`src/rtl/vigna_prefetch_if.sv`:
```
// Instruction-bus bundle between the vigna prefetch queue (master) and the
// instruction memory / bus slave.
interface vigna_prefetch_if #(
    parameter int ADDR_WIDTH = 32
);
    logic                  i_valid;
    logic                  i_ready;
    logic [ADDR_WIDTH-1:0] i_addr;
    logic [31:0]           i_rdata;

    modport master (
        output i_valid,
        output i_addr,
        input  i_ready,
        input  i_rdata
    );

    modport slave (
        input  i_valid,
        input  i_addr,
        output i_ready,
        output i_rdata
    );
endinterface

```
`src/rtl/vigna_prefetch.sv`:
```
// DEPTH-entry instruction prefetch queue for the vigna core family.
// Optional same-cycle bus-to-decode bypass: define VIGNA_PREFETCH_BYPASS_EN.
//
// state  | meaning
// IDLE   | no request outstanding, waiting for queue room
// REQ    | request at fetch_pc outstanding on the bus
// DROP   | stale request outstanding after a redirect; response discarded
module vigna_prefetch #(
    parameter int                    ADDR_WIDTH = 32,
    parameter int                    DEPTH      = 4,
    parameter logic [ADDR_WIDTH-1:0] RESET_ADDR = '0,
    localparam int                   PW         = $clog2(DEPTH),
    localparam int                   CW         = PW + 1
) (
    input  logic                   clk,
    input  logic                   resetn,
    vigna_prefetch_if.master       bus,
    output logic                   out_valid,
    input  logic                   out_ready,
    output logic [ADDR_WIDTH-1:0]  out_pc,
    output logic [31:0]            out_inst,
    input  logic                   redirect_valid,
    input  logic [ADDR_WIDTH-1:0]  redirect_pc,
    output logic [CW-1:0]          out_count
);
    typedef enum logic [1:0] {S_IDLE, S_REQ, S_DROP} state_t;

    localparam logic [ADDR_WIDTH-1:0] MASK = {{(ADDR_WIDTH-2){1'b1}}, 2'b00};

    state_t                r_state;
    logic                  r_valid;
    logic [ADDR_WIDTH-1:0] r_addr;
    logic [ADDR_WIDTH-1:0] r_fetch_pc;
    logic [CW-1:0]         r_count;
    logic [PW-1:0]         r_wr_ptr;
    logic [PW-1:0]         r_rd_ptr;
    logic [ADDR_WIDTH-1:0] r_pc_q   [DEPTH];
    logic [31:0]           r_inst_q [DEPTH];

    logic                  w_accept;
    logic                  w_empty;
    logic                  w_pop;
    logic                  w_push;
    logic                  w_byp_take;
    logic                  w_room;
    logic [CW-1:0]         w_count_next;
    logic [ADDR_WIDTH-1:0] w_redir_pc;
    logic [ADDR_WIDTH-1:0] w_next_pc;
    logic [ADDR_WIDTH-1:0] w_pc_inc;

    assign bus.i_valid = r_valid;
    assign bus.i_addr  = r_addr;
    assign out_count   = r_count;

    assign w_accept   = r_valid && bus.i_ready;
    assign w_empty    = (r_count == '0);
    assign w_redir_pc = redirect_pc & MASK;
    assign w_next_pc  = redirect_valid ? w_redir_pc : r_fetch_pc;
    assign w_pc_inc   = r_fetch_pc + ADDR_WIDTH'(4);

`ifdef VIGNA_PREFETCH_BYPASS_EN
    logic w_bypass;
    assign w_bypass   = (r_state == S_REQ) && w_empty && bus.i_ready && !redirect_valid;
    assign w_byp_take = w_bypass && out_ready;

    always_comb begin
        out_valid = !w_empty || w_bypass;
        out_pc    = w_empty ? r_fetch_pc  : r_pc_q[r_rd_ptr];
        out_inst  = w_empty ? bus.i_rdata : r_inst_q[r_rd_ptr];
    end
`else
    assign w_byp_take = 1'b0;

    always_comb begin
        out_valid = !w_empty;
        out_pc    = r_pc_q[r_rd_ptr];
        out_inst  = r_inst_q[r_rd_ptr];
    end
`endif

    assign w_pop  = !w_empty && out_ready && !redirect_valid;
    assign w_push = w_accept && (r_state == S_REQ) && !redirect_valid && !w_byp_take;

    assign w_count_next = redirect_valid ? '0 : (r_count + CW'(w_push) - CW'(w_pop));
    assign w_room       = (w_count_next < CW'(DEPTH));

    always_ff @(posedge clk) begin
        if (w_push) begin
            r_pc_q[r_wr_ptr]   <= r_addr;
            r_inst_q[r_wr_ptr] <= bus.i_rdata;
        end
    end

    always_ff @(posedge clk) begin
        if (!resetn) begin
            r_state    <= S_IDLE;
            r_valid    <= 1'b0;
            r_addr     <= RESET_ADDR & MASK;
            r_fetch_pc <= RESET_ADDR & MASK;
            r_count    <= '0;
            r_wr_ptr   <= '0;
            r_rd_ptr   <= '0;
        end else begin
            r_count <= w_count_next;
            if (redirect_valid) begin
                r_wr_ptr <= '0;
                r_rd_ptr <= '0;
            end else begin
                if (w_push) r_wr_ptr <= r_wr_ptr + PW'(1);
                if (w_pop)  r_rd_ptr <= r_rd_ptr + PW'(1);
            end

            case (r_state)
                S_IDLE: begin
                    r_fetch_pc <= w_next_pc;
                    if (w_room) begin
                        r_valid <= 1'b1;
                        r_addr  <= w_next_pc;
                        r_state <= S_REQ;
                    end
                end
                S_REQ: begin
                    if (redirect_valid) begin
                        r_fetch_pc <= w_redir_pc;
                        // Response in this cycle is discarded; the flushed queue always has room.
                        if (bus.i_ready) r_addr  <= w_redir_pc;
                        else             r_state <= S_DROP;
                    end else if (bus.i_ready) begin
                        r_fetch_pc <= w_pc_inc;
                        if (w_room) begin
                            r_addr <= w_pc_inc;
                        end else begin
                            r_valid <= 1'b0;
                            r_state <= S_IDLE;
                        end
                    end
                end
                S_DROP: begin
                    r_fetch_pc <= w_next_pc;
                    if (bus.i_ready) begin
                        if (w_room) begin
                            r_addr  <= w_next_pc;
                            r_state <= S_REQ;
                        end else begin
                            r_valid <= 1'b0;
                            r_state <= S_IDLE;
                        end
                    end
                end
                default: begin
                    r_valid <= 1'b0;
                    r_state <= S_IDLE;
                end
            endcase
        end
    end
endmodule

```
`src/flat_wrapper.sv`:
```
// flat-port wrapper written by rule: the top's interface ports become plain ports
module vigna_prefetch_flat 
#(
    parameter int                    ADDR_WIDTH = 32,
    parameter int                    DEPTH      = 4,
    parameter logic [ADDR_WIDTH-1:0] RESET_ADDR = '0,
    localparam int                   PW         = $clog2(DEPTH),
    localparam int                   CW         = PW + 1
)
  (clk, resetn, out_valid, out_ready, out_pc, out_inst, redirect_valid, redirect_pc, out_count, bus_i_valid, bus_i_addr, bus_i_ready, bus_i_rdata);
  vigna_prefetch_if #(.ADDR_WIDTH(ADDR_WIDTH)) bus_i ();
  input  logic clk;
  input  logic resetn;
  output logic out_valid;
  input  logic out_ready;
  output logic [ADDR_WIDTH-1:0] out_pc;
  output logic [31:0] out_inst;
  input  logic redirect_valid;
  input  logic [ADDR_WIDTH-1:0] redirect_pc;
  output logic [CW-1:0] out_count;
  output wire logic [$bits(bus_i.i_valid)-1:0] bus_i_valid;
  output wire logic [$bits(bus_i.i_addr)-1:0] bus_i_addr;
  input wire logic [$bits(bus_i.i_ready)-1:0] bus_i_ready;
  input wire logic [$bits(bus_i.i_rdata)-1:0] bus_i_rdata;
  assign bus_i_valid = bus_i.i_valid;
  assign bus_i_addr = bus_i.i_addr;
  assign bus_i.i_ready = bus_i_ready;
  assign bus_i.i_rdata = bus_i_rdata;
  vigna_prefetch #(.ADDR_WIDTH(ADDR_WIDTH), .DEPTH(DEPTH), .RESET_ADDR(RESET_ADDR)) u_core (.clk(clk), .resetn(resetn), .bus(bus_i), .out_valid(out_valid), .out_ready(out_ready), .out_pc(out_pc), .out_inst(out_inst), .redirect_valid(redirect_valid), .redirect_pc(redirect_pc), .out_count(out_count));
endmodule
```
`config.mk`:
```
export PLATFORM = sky130hd
export DESIGN_NAME = vigna_prefetch_flat
export DESIGN_NICKNAME = d
export VERILOG_FILES = /design/src/rtl/vigna_prefetch_if.sv /design/src/rtl/vigna_prefetch.sv /design/src/flat_wrapper.sv
export SDC_FILE = /design/constraint.sdc
export NUM_CORES = 1
export LEC_CHECK = 0
export BUFFER_PORTS_ARGS = -buffer_cell sky130_fd_sc_hd__buf_2
export CAP_MARGIN = 30
export CORE_ASPECT_RATIO = 1.4
export CORE_MARGIN = 10
export CORE_UTILIZATION = 60
export DETAILED_ROUTE_END_ITERATION = 12
export GPL_ROUTABILITY_DRIVEN = 1
export PLACE_DENSITY = 0.8
export SLEW_MARGIN = 20
export SYNTH_ARGS = -nofsm -noshare
export SYNTH_HDL_FRONTEND = slang
export SYNTH_SLANG_ARGS = --single-unit
```
`constraint.sdc`:
```
create_clock -name clk -period 8 [get_ports clk]
set_input_delay 1.2 -clock clk [delete_from_list [all_inputs] [get_ports clk]]
set_output_delay 1.2 -clock clk [all_outputs]
set_load 0.05 [all_outputs]
```
==> reports/metrics.yaml, run 1 <==
cells_and_area:
  final_nets: 1169
  ff_latch_area_mm2: 0.009216
  area_growth_syn_to_layout_pct: 15.16
  fin_cells: 1420
  layout_commonest_cell: "edfxtp_1"
  fillers: 1584
  multi_input_area_mm2: 0.004438
  final_cell_mix: "256 x edfxtp_1, 167 x buf_2, 74 x dfxtp_1"
  stdcell_area_mm2: 0.01611
  drive_gt1_share_pct: 29.82
floorplan:
  die_h_um: 200.7
  io_pins: 170
  rows: 66
  initial_utilization_pct: 60.49
  die_x_um: 149.0
  core_mm2: 0.02312
  dieArea_mm2: 0.02991
routing:
  wl_per_cell_um: 22.99
  drt-total-wl_um: 32650
  first_iter_violations: 855
  antenna_left: 0
  drc_errors: 0
  routed_via_density: 6.225
  drt-pass1-iter-count: 5
  vias: 8840
logic_synthesis:
  synth_edf_count: 256
  yosys-top-cells-area: "edfxtp_1 55%, dfxtp_1 11%, mux4_2 10%"
  ys_warn_count: 0
  synth_area_per_cell_um2: 14.91
  synth_ff_type: "edfxtp_1"
  synth_nets: 1019
  synthCells: 938
  yosysTopAreaCell: "edfxtp_1"
  synth_top_area_share_pct: 54.96
  netlist_area_mm2: 0.01399
  ys_seq_area_share_pct: 65.84
  synth_async_sr_flop_share_pct: 0
  synth-seq-cells: 332
  ys_types: 74
sta:
  finalSetupViolCount: 0
  skew_ns: 0.01656
  min_period_ns: 4.361
  hold_slack_ns: 0.4992
  drv_slew: 0
  fmax_mhz: 229.3
  slew_headroom_pct: 33.71
  tightest_slew_ns: 0.9944
  setup_tns_ns: 0
  timing.final.crit_share_pct: 54.51
  rsz0062_at_grt: "false"
  finalHoldViolations: 0
global_routing:
  grt-ovfl-total: 0
  gr-usage-all-layers_pct: 21.26
  grt_pass1_wl_um: 50560
  grt_start_max_net_pins: 71
  grt_antenna_before_repair: 4
  grt_pass1_vias: 8910
power_and_ir_drop:
  p_leak_nw: 5.636
  power_per_cell_area_mw_per_mm2: 242.5
  p_total_mw: 3.907
  vdd_ir_drop_max_mv: 0.1699
worst_setup_path:
  cp_max_fo: 70
  path_cells: "buf_2 -> buf_4 -> nor2b_1 -> and3_1 -> ha_1 -> fa_1 -> xor3_1 -> nor2_1 -> a21o_1 -> nor2_1 -> a32o_1"
  cp.buffers_inverters: 2
  reg2regPathDepth: 11
  ff2ff_setup_slack_ns: 4.32
  endpoint_kind: "register"
  cp.depth: 11
  path_class: "in2reg"
  cpMostUsedCell: "nor2_1"
  max_stage_delay_ns: 0.77
  worstPathArrival_ns: 4.80
  cp-start-kind: "input port"
  crit_slowest_cell: "a21o_1"
  cp.required_ns: 8.44
  cpLargestDelayFamily: "simple AND/OR/NAND/NOR gates"
clocking:
  cts_resized: 0
  clk_latency_ns: 0.56
  tritoncts: "yes"
  cts.sinks: 332
  cts_htree_levels: 1
  cts_root_buf: "clkbuf_16"
  cts-buffers-inserted: 30
  post_cts_buffers: 0
  clk_path_buf_depth: 3
  cts.clk_slew.worst_paths_ns: 0.07
  ctsHoldBuffers: 0
placed_design:
  gp_congestion: 0.9007
  port_buffers: 167
  placed_area_mm2: 0.01506
  hpwl_um: 20100
  dp_cells: 1358
run_status:
  status: "finished clean"
run:
  maxCapViolations: 0
worst_hold_path:
  whs_path_depth: 1
  hold_path.class: "reg2reg"
## cells by family after synthesis
| kind of cell | count (synthesis) | share of synthesized area, % |
|---|---|---|
| buffers and inverters | 83 | 2.531 |
| flip-flops | 332 | 65.84 |
| adder cells (fa/ha/maj) | 12 | 1.127 |
| AO/OA/AOI/OAI | 155 | 7.505 |
| multiplexers | 74 | 11.03 |
| XOR/XNOR | 27 | 1.798 |
| AND/OR/NAND/NOR | 255 | 10.17 |
## sequential cells by signal (all words and copies together), names as in the netlist, named ones only
signal,count
u_core.bus.i_valid,1
u_core.r_rd_ptr,2
u_core.r_wr_ptr,2
u_core.r_inst_q,128
u_core.r_pc_q,128
u_core.r_fetch_pc,32
u_core.r_state,2
u_core.bus.i_addr,32
u_core.out_count,3
## path summary, 6_finish.rpt
path                   startpoint                    end
max reg2reg     u_core.r_state[1]  u_core.bus.i_addr[28]
min reg2reg  u_core.r_fetch_pc[0]   u_core.r_fetch_pc[0]
min          u_core.r_fetch_pc[0]   u_core.r_fetch_pc[0]
max                redirect_valid  u_core.bus.i_addr[28]
## per-stage QoR
step | util [%] | setup slack [ns]
3_3_place_gp | 65.02 | 3.117
5_1_grt | 69.66 | 3.373
4_1_cts | 69.24 | 3.631
3_5_place_dp | 65.14 | 3.087
6_report | 69.66 | 3.639
2_1_floorplan | - | 4.175
## worst reg2reg max path, delay by kind of cell (launching register included)
kind | cells | cell delay (ns)
simple gates | 4 | 1.27
compound gates | 2 | 1.01
fa+ha+maj | 3 | 0.56
flops | 1 | 0.34
xor+xnor | 1 | 0.27
buf+inv | 1 | 0.11
## layer usage
metal  GRT usage [%]  part of all wire (%)
met5               0                     0
met4           8.327                   3.6
met3           3.925                   6.9
met2           35.51                    51
met1           26.79                    39
## cell type report
type	count	share of cell area, %
sequential	332	57.22
multi-input combinational	523	27.55
timing repair buffer	186	6.556
clock buffer	39	5.002
tap	306	2.377
clock inverter	15	0.8855
inverter	15	0.3495
antenna	4	0.06214
## Yosys cell counts, types with 3 or more instances
| cell type | count |
|---|---|
| a211oi_1 | 3 |
| a21oi_1 | 38 |
| a22oi_1 | 6 |
| a31o_2 | 3 |
| a31oi_1 | 8 |
| a32o_1 | 3 |
| and2_1 | 11 |
| and3_1 | 16 |
| and4_1 | 4 |
| buf_1 | 6 |
| buf_2 | 18 |
| buf_4 | 3 |
| clkbuf_1 | 39 |
| dfxtp_1 | 76 |
| edfxtp_1 | 256 |
| ha_1 | 11 |
| inv_1 | 14 |
| mux2i_1 | 9 |
| mux4_2 | 64 |
| nand2_1 | 60 |
| nand2b_1 | 8 |
| nand3_1 | 37 |
| nand4_1 | 25 |
| nand4_2 | 4 |
| nor2_1 | 43 |
| nor2b_1 | 6 |
| nor3_1 | 12 |
| nor4_1 | 3 |
| nor4_4 | 5 |
| o2111ai_1 | 4 |
| o211ai_1 | 10 |
| o21a_1 | 3 |
| o21ai_0 | 29 |
| o221a_2 | 6 |
| o221ai_1 | 7 |
| o22ai_1 | 11 |
| or3_1 | 4 |
| or4_1 | 4 |
| xnor2_1 | 15 |
| xor2_1 | 11 |
## power breakdown
part,internal [mW],switching [mW]
logic,0.147,0.346
registers,1.93,0.0913
clock network,0.777,0.615
total,2.85,1.05
(Power assumes the default switching activity.)
==> run 2, diff against run 1 <==
CORE_UTILIZATION = 58   (was 60)
PLACE_DENSITY = 0.78   (was 0.8)
clock period = 4.1 ns   (was 8 ns; I/O delays follow)
==> reports/metrics.yaml, run 2 (synthesized netlist as in run 1, its figures left out) <==
worst_setup_path:
  endpoint_kind: "register"  # unchanged
  crit_slowest_cell: "dfxtp_1"  # was a21o_1
  cp.depth: 13  # was 11
  startpoint: "u_core.r_state[1]"  # was redirect_valid
  reg2reg_from: "u_core.r_state[1]"  # unchanged
  reg2regPathDepth: 13  # was 11
  max_stage_delay_ns: 0.38  # was 0.77 ns
  path_class: "reg2reg"  # was in2reg
  cp-start-kind: "register"  # was input port
  path_cells: "inv_1 -> ha_1 -> nor2b_1 -> buf_4 -> and3_1 -> ha_1 -> fa_1 -> xor3_1 -> nor2_1 -> a21oi_2 -> buf_4 -> nand3_1 -> o32ai_1"  # was buf_2 -> buf_4 -> nor2b_1 -> and3_1 -> ha_1 -> fa_1 -> xor3_1 -> nor2_1 -> a21o_1 -> nor2_1 -> a32o_1
  cp.required_ns: 4.55  # was 8.44 ns
  cp_max_fo: 19  # was 70
  cp.buffers_inverters: 3  # was 2
  worstPathArrival_ns: 3.85  # was 4.80 ns
  cpLargestDelayFamily: "adder cells"  # was simple AND/OR/NAND/NOR gates
cells_and_area:
  final_util_pct: 67.34  # was 69.66%
  final_cell_mix: "256 x edfxtp_1, 167 x buf_2, 74 x dfxtp_1"  # unchanged
  layout_commonest_cell: "edfxtp_1"  # unchanged
  drive_gt1_share_pct: 29.60  # was 29.82%
  final_nets: 1170  # was 1169
  reg_top3: "u_core.r_inst_q x128, u_core.r_pc_q x128"  # unchanged
  stdcell_area_mm2: 0.01609  # was 0.01611 mm²
  area_growth_syn_to_layout_pct: 15.03  # was 15.16%
  fin_cells: 1420  # unchanged
  fillers: 1699  # was 1584
floorplan:
  dieArea_mm2: 0.03082  # was 0.02991 mm²
  initial_utilization_pct: 58.54  # was 60.49%
  rows: 67  # was 66
  die_x_um: 151.2  # was 149.0 µm
  io_pins: 170  # unchanged
  die_h_um: 203.7  # was 200.7 µm
  core_mm2: 0.02389  # was 0.02312 mm²
clocking:
  cts_htree_levels: 1  # unchanged
  ctsHoldBuffers: 0  # unchanged
  post_cts_buffers: 0  # unchanged
  clk_path_buf_depth: 3  # unchanged
  tritoncts: "yes"  # unchanged
  cts.sinks: 332  # unchanged
  cts_root_buf: "clkbuf_16"  # unchanged
  cts-buffers-inserted: 29  # was 30
  cts.clk_slew.worst_paths_ns: 0.07  # about the same
  clk_latency_ns: 0.54  # was 0.56 ns
  cts_resized: 0  # unchanged
global_routing:
  gr-usage-all-layers_pct: 20.46  # was 21.26%
  grt_start_max_net_pins: 65  # was 71
  grt_pass1_vias: 8892  # was 8910
  grt_antenna_before_repair: 2  # was 4
  grt-ovfl-total: 0  # unchanged
  grt_pass1_wl_um: 50050  # was 50560 µm
routing:
  antenna_left: 0  # unchanged
  drt-pass1-iter-count: 5  # unchanged
  vias: 8807  # was 8840
  drt-total-wl_um: 31830  # was 32650 µm
  wl_per_cell_um: 22.41  # was 22.99 µm
  routed_via_density: 6.202  # was 6.225
  first_iter_violations: 879  # was 855
  drc_errors: 0  # unchanged
sta:
  skew_ns: 0.01302  # was 0.01656 ns
  timing.final.crit_share_pct: 83.00
  rsz0062_at_grt: "false"  # unchanged
  slew_headroom_pct: 35.05  # was 33.71%
  drv_slew: 0  # unchanged
  finalSetupViolCount: 0  # unchanged
  fmax_mhz: 293.9
  setup_tns_ns: 0  # unchanged
  hold_slack_ns: 0.2891  # was 0.4992 ns
  min_period_ns: 3.403
  tightest_slew_ns: 0.9705  # was 0.9944 ns
  fin_ws_ns: 0.6969  # was 3.639 ns
  finalHoldViolations: 0  # unchanged
run:
  maxCapViolations: 0  # unchanged
power_and_ir_drop:
  vdd_ir_drop_max_mv: 0.3534  # was 0.1699 mV
  power_per_cell_area_mw_per_mm2: 469.2  # was 242.5 mW/mm²
  p_leak_nw: 5.624  # was 5.636 nW
  p_total_mw: 7.550  # was 3.907 mW
run_status:
  status: "finished clean"  # unchanged
worst_hold_path:
  whs_path_depth: 1  # unchanged
  worstHoldStart: "bus_i_rdata[21]"  # was u_core.r_fetch_pc[0]
  hold_path.class: "in2reg"  # was reg2reg
placed_design:
  port_buffers: 167  # unchanged
  dp_cells: 1365  # was 1358
  dp_slack_ns: 0.6715  # was 3.087 ns
  hpwl_um: 20730  # was 20100 µm
  gp_congestion: 0.8909  # was 0.9007
  placed_area_mm2: 0.01512  # was 0.01506 mm²
==> run 2: changes by cell type in the layout (fill, tap and decap cells not counted), sizes merged <==
cell / previous run / this run
clkinv: 9 / 13
diode: 4 / 2
inv: 16 / 14
clkbuf: 40 / 32
bufinv: 2 / 3
buf: 185 / 188
==> run 2: per-layer routing <==
metal  GRT usage [%]  vias up  wire length (µm)
met3           2.927       66              2303
met1           26.35     4396             12300
met5               0        -                 0
met4           7.099        0               901
met2           34.59      347             16320
li1                -     3998                 -
==> run 2: path summary, 6_finish.rpt <==
kind	slack [ns]	end
max	0.70	u_core.bus.i_addr[16]
min reg2reg	0.48	u_core.bus.i_addr[1]
max reg2reg	0.70	u_core.bus.i_addr[16]
min	0.29	u_core.r_inst_q[2][21]
==> run 2: layout make-up <==
| cell class | instances | area, µm² | area share [%] |
|---|---|---|---|
| flip-flops and latches | 332 | 9216 | 57.28 |
| multi-input cells | 523 | 4438 | 27.58 |
| repair buffers | 188 | 1086 | 6.750 |
| clock buffers | 32 | 737.0 | 4.580 |
| well taps | 310 | 387.9 | 2.411 |
| clock inverters | 18 | 162.7 | 1.011 |
| inverters | 15 | 56.30 | 0.3499 |
| diodes | 2 | 5.005 | 0.03111 |
==> run 2: power by group <==
group | leakage (nW) | switching, mW | total [mW] | internal, mW
combinational | 2.22 | 0.689 | 0.989 | 0.301
sequential | 2.97 | 0.178 | 3.95 | 3.77
clock | 0.432 | 1.14 | 2.61 | 1.47
==> run 3, diff against run 2 <==
clock period = 3.2 ns   (was 4.1 ns; I/O delays follow)
==> reports/metrics.yaml, run 3 (synthesized netlist as in run 1, its figures left out) <==
run_status:
  status: "finished clean"  # unchanged
floorplan:
  die_x_um: 151.2  # unchanged
  initial_utilization_pct: 58.54  # unchanged
  rows: 67  # unchanged
  die_h_um: 203.7  # unchanged
  io_pins: 170  # unchanged
  core_mm2: 0.02389  # unchanged
  dieArea_mm2: 0.03082  # unchanged
worst_setup_path:
  cpLargestDelayFamily: "simple AND/OR/NAND/NOR gates"  # was adder cells
  crit_slowest_cell: "or3_4"  # was dfxtp_1
  worstPathArrival_ns: 3.51  # was 3.85 ns
  cp.required_ns: 3.65  # was 4.55 ns
  cp.buffers_inverters: 2  # was 3
  path_class: "reg2reg"  # unchanged
  endpoint_kind: "register"  # unchanged
  path_cells: "or3_4 -> and3_1 -> ha_1 -> inv_1 -> ha_1 -> fa_1 -> xor3_2 -> nor2_4 -> a21o_4 -> buf_4 -> or3_1 -> o221ai_1"  # was inv_1 -> ha_1 -> nor2b_1 -> buf_4 -> and3_1 -> ha_1 -> fa_1 -> xor3_1 -> nor2_1 -> a21oi_2 -> buf_4 -> nand3_1 -> o32ai_1
  cpMostUsedCell: "ha_1"
  cp_max_fo: 4  # was 19
  max_stage_delay_ns: 0.38  # about the same
  cp-start-kind: "register"  # unchanged
placed_design:
  hpwl_um: 21400  # was 20730 µm
  port_buffers: 167  # unchanged
  dp_cells: 1379  # was 1365
  gp_congestion: 0.9025  # was 0.8909
clocking:
  ctsHoldBuffers: 0  # unchanged
  clk_path_buf_depth: 3  # unchanged
  cts.sinks: 332  # unchanged
  tritoncts: "yes"  # unchanged
  cts-buffers-inserted: 30  # was 29
  cts_root_buf: "clkbuf_16"  # unchanged
  cts_htree_levels: 1  # unchanged
  clk_latency_ns: 0.54  # about the same
  cts.clk_slew.worst_paths_ns: 0.07  # about the same
sta:
  finalSetupViolCount: 0  # unchanged
  rsz0062_at_grt: "false"  # unchanged
  timing.final.crit_share_pct: 95.54  # was 83.00%
  fmax_mhz: 327.1  # was 293.9 MHz
  hold_slack_ns: 0.1575  # was 0.2891 ns
  setup_tns_ns: 0  # unchanged
  min_period_ns: 3.057  # was 3.403 ns
  slew_headroom_pct: 32.91  # was 35.05%
  drv_slew: 0  # unchanged
  finalHoldViolations: 0  # unchanged
  tightest_slew_ns: 1.006  # was 0.9705 ns
  skew_ns: 0.01219  # was 0.01302 ns
routing:
  drc_errors: 0  # unchanged
  first_iter_violations: 891  # was 879
  antenna_left: 0  # unchanged
  routed_via_density: 6.206  # was 6.202
  wl_per_cell_um: 22.29  # was 22.41 µm
  drt-pass1-iter-count: 5  # unchanged
  drt-total-wl_um: 32030  # was 31830 µm
  vias: 8918  # was 8807
power_and_ir_drop:
  power_per_cell_area_mw_per_mm2: 616.8  # was 469.2 mW/mm²
  p_leak_nw: 5.767  # was 5.624 nW
  vdd_ir_drop_max_mv: 0.4009  # was 0.3534 mV
run:
  maxCapViolations: 0  # unchanged
global_routing:
  grt-ovfl-total: 0  # unchanged
  grt_pass1_vias: 8977  # was 8892
  grt_pass1_wl_um: 49990  # was 50050 µm
  grt_antenna_before_repair: 1  # was 2
  grt_start_max_net_pins: 69  # was 65
  gr-usage-all-layers_pct: 20.43  # was 20.46%
cells_and_area:
  fin_cells: 1437  # was 1420
  layout_commonest_cell: "edfxtp_1"  # unchanged
  drive_gt1_share_pct: 31.64  # was 29.60%
  final_cell_mix: "256 x edfxtp_1, 167 x buf_2, 71 x dfxtp_1"  # was 256 x edfxtp_1, 167 x buf_2, 74 x dfxtp_1
  area_growth_syn_to_layout_pct: 17.06  # was 15.03%
  final_nets: 1182  # was 1170
  reg_top3: "u_core.r_inst_q x128, u_core.r_pc_q x128"  # unchanged
worst_hold_path:
  hold_path.class: "in2reg"  # unchanged
## run 3: changes by cell type in the layout (fill, tap and decap cells not counted), moves of 4 or more
cell and delta:
clkbuf_1 +8, buf_16 -4, clkinv_1 -8, buf_12 +7, buf_4 +6
## run 3: worst paths after layout
check,startpoint,to,slack [ns],cells after the start
setup / recovery,u_core.out_count[2],u_core.bus.i_addr[18],0.14,12
hold reg to reg,u_core.r_fetch_pc[0],u_core.bus.i_addr[0],0.48,2
setup reg to reg,u_core.out_count[2],u_core.bus.i_addr[18],0.14,12
hold / removal,bus_i_rdata[0],u_core.r_inst_q[3][0],0.16,1
## run 3: repair_timing
item                       4_1_cts  5_1_grt
cloned                           0        0
setup endpoints to repair        1       30
buffers inserted                 0        0
pin swaps                        0        1
gates resized for setup          1       10
hold endpoints to repair         0        0
## run 3: cell type report
cell class / count / area (µm²)
Inverter: 15 / 56.30
Clock inverter: 12 / 192.7
Antenna cell: 2 / 5.005
Tap cell: 310 / 387.9
Timing Repair Buffer: 199 / 1184
Fill cell: 1607 / 7518
Multi-Input combinational cell: 523 / 4483
Sequential cell: 332 / 9220
Clock buffer: 44 / 844.6
## run 3: worst register-to-register path: stages (launching register included)
cell      delay, ns
dfxtp_2        0.33
or3_4          0.38
and3_1         0.21
ha_1           0.28
inv_1          0.04
ha_1           0.20
fa_1           0.38
xor3_2         0.28
nor2_4         0.06
a21o_4         0.28
buf_4          0.14
or3_1          0.31
o221ai_1       0.08
## run 3: per-stage QoR
stage	power, mW	area, µm²	util, %	worst slack (ns)
floorplan	5.972	14000	-	0.01869
CTS	10.13	16330	68.34	0.04233
global placement	6.401	15280	63.97	0.1405
global route	10.45	16370	68.52	0.01687
finish	10.10	16370	68.53	0.1427
detailed placement	6.434	15280	63.97	0.06099
## run 3: routing by layer
metal	share of wire (%)	up-vias	global-route usage, %
li1	-	4023	-
met5	0	-	0
met4	2.7	0	7.030
met2	52	362	34.53
met1	39	4466	26.10
met3	6.7	67	3.349
## run 3: report_power, final
part           internal (mW)  switching, mW  total [mW]
sequential              4.83          0.230        5.06
clock                   2.24           1.48        3.72
combinational          0.427          0.893        1.32
total                   7.49           2.61        10.1
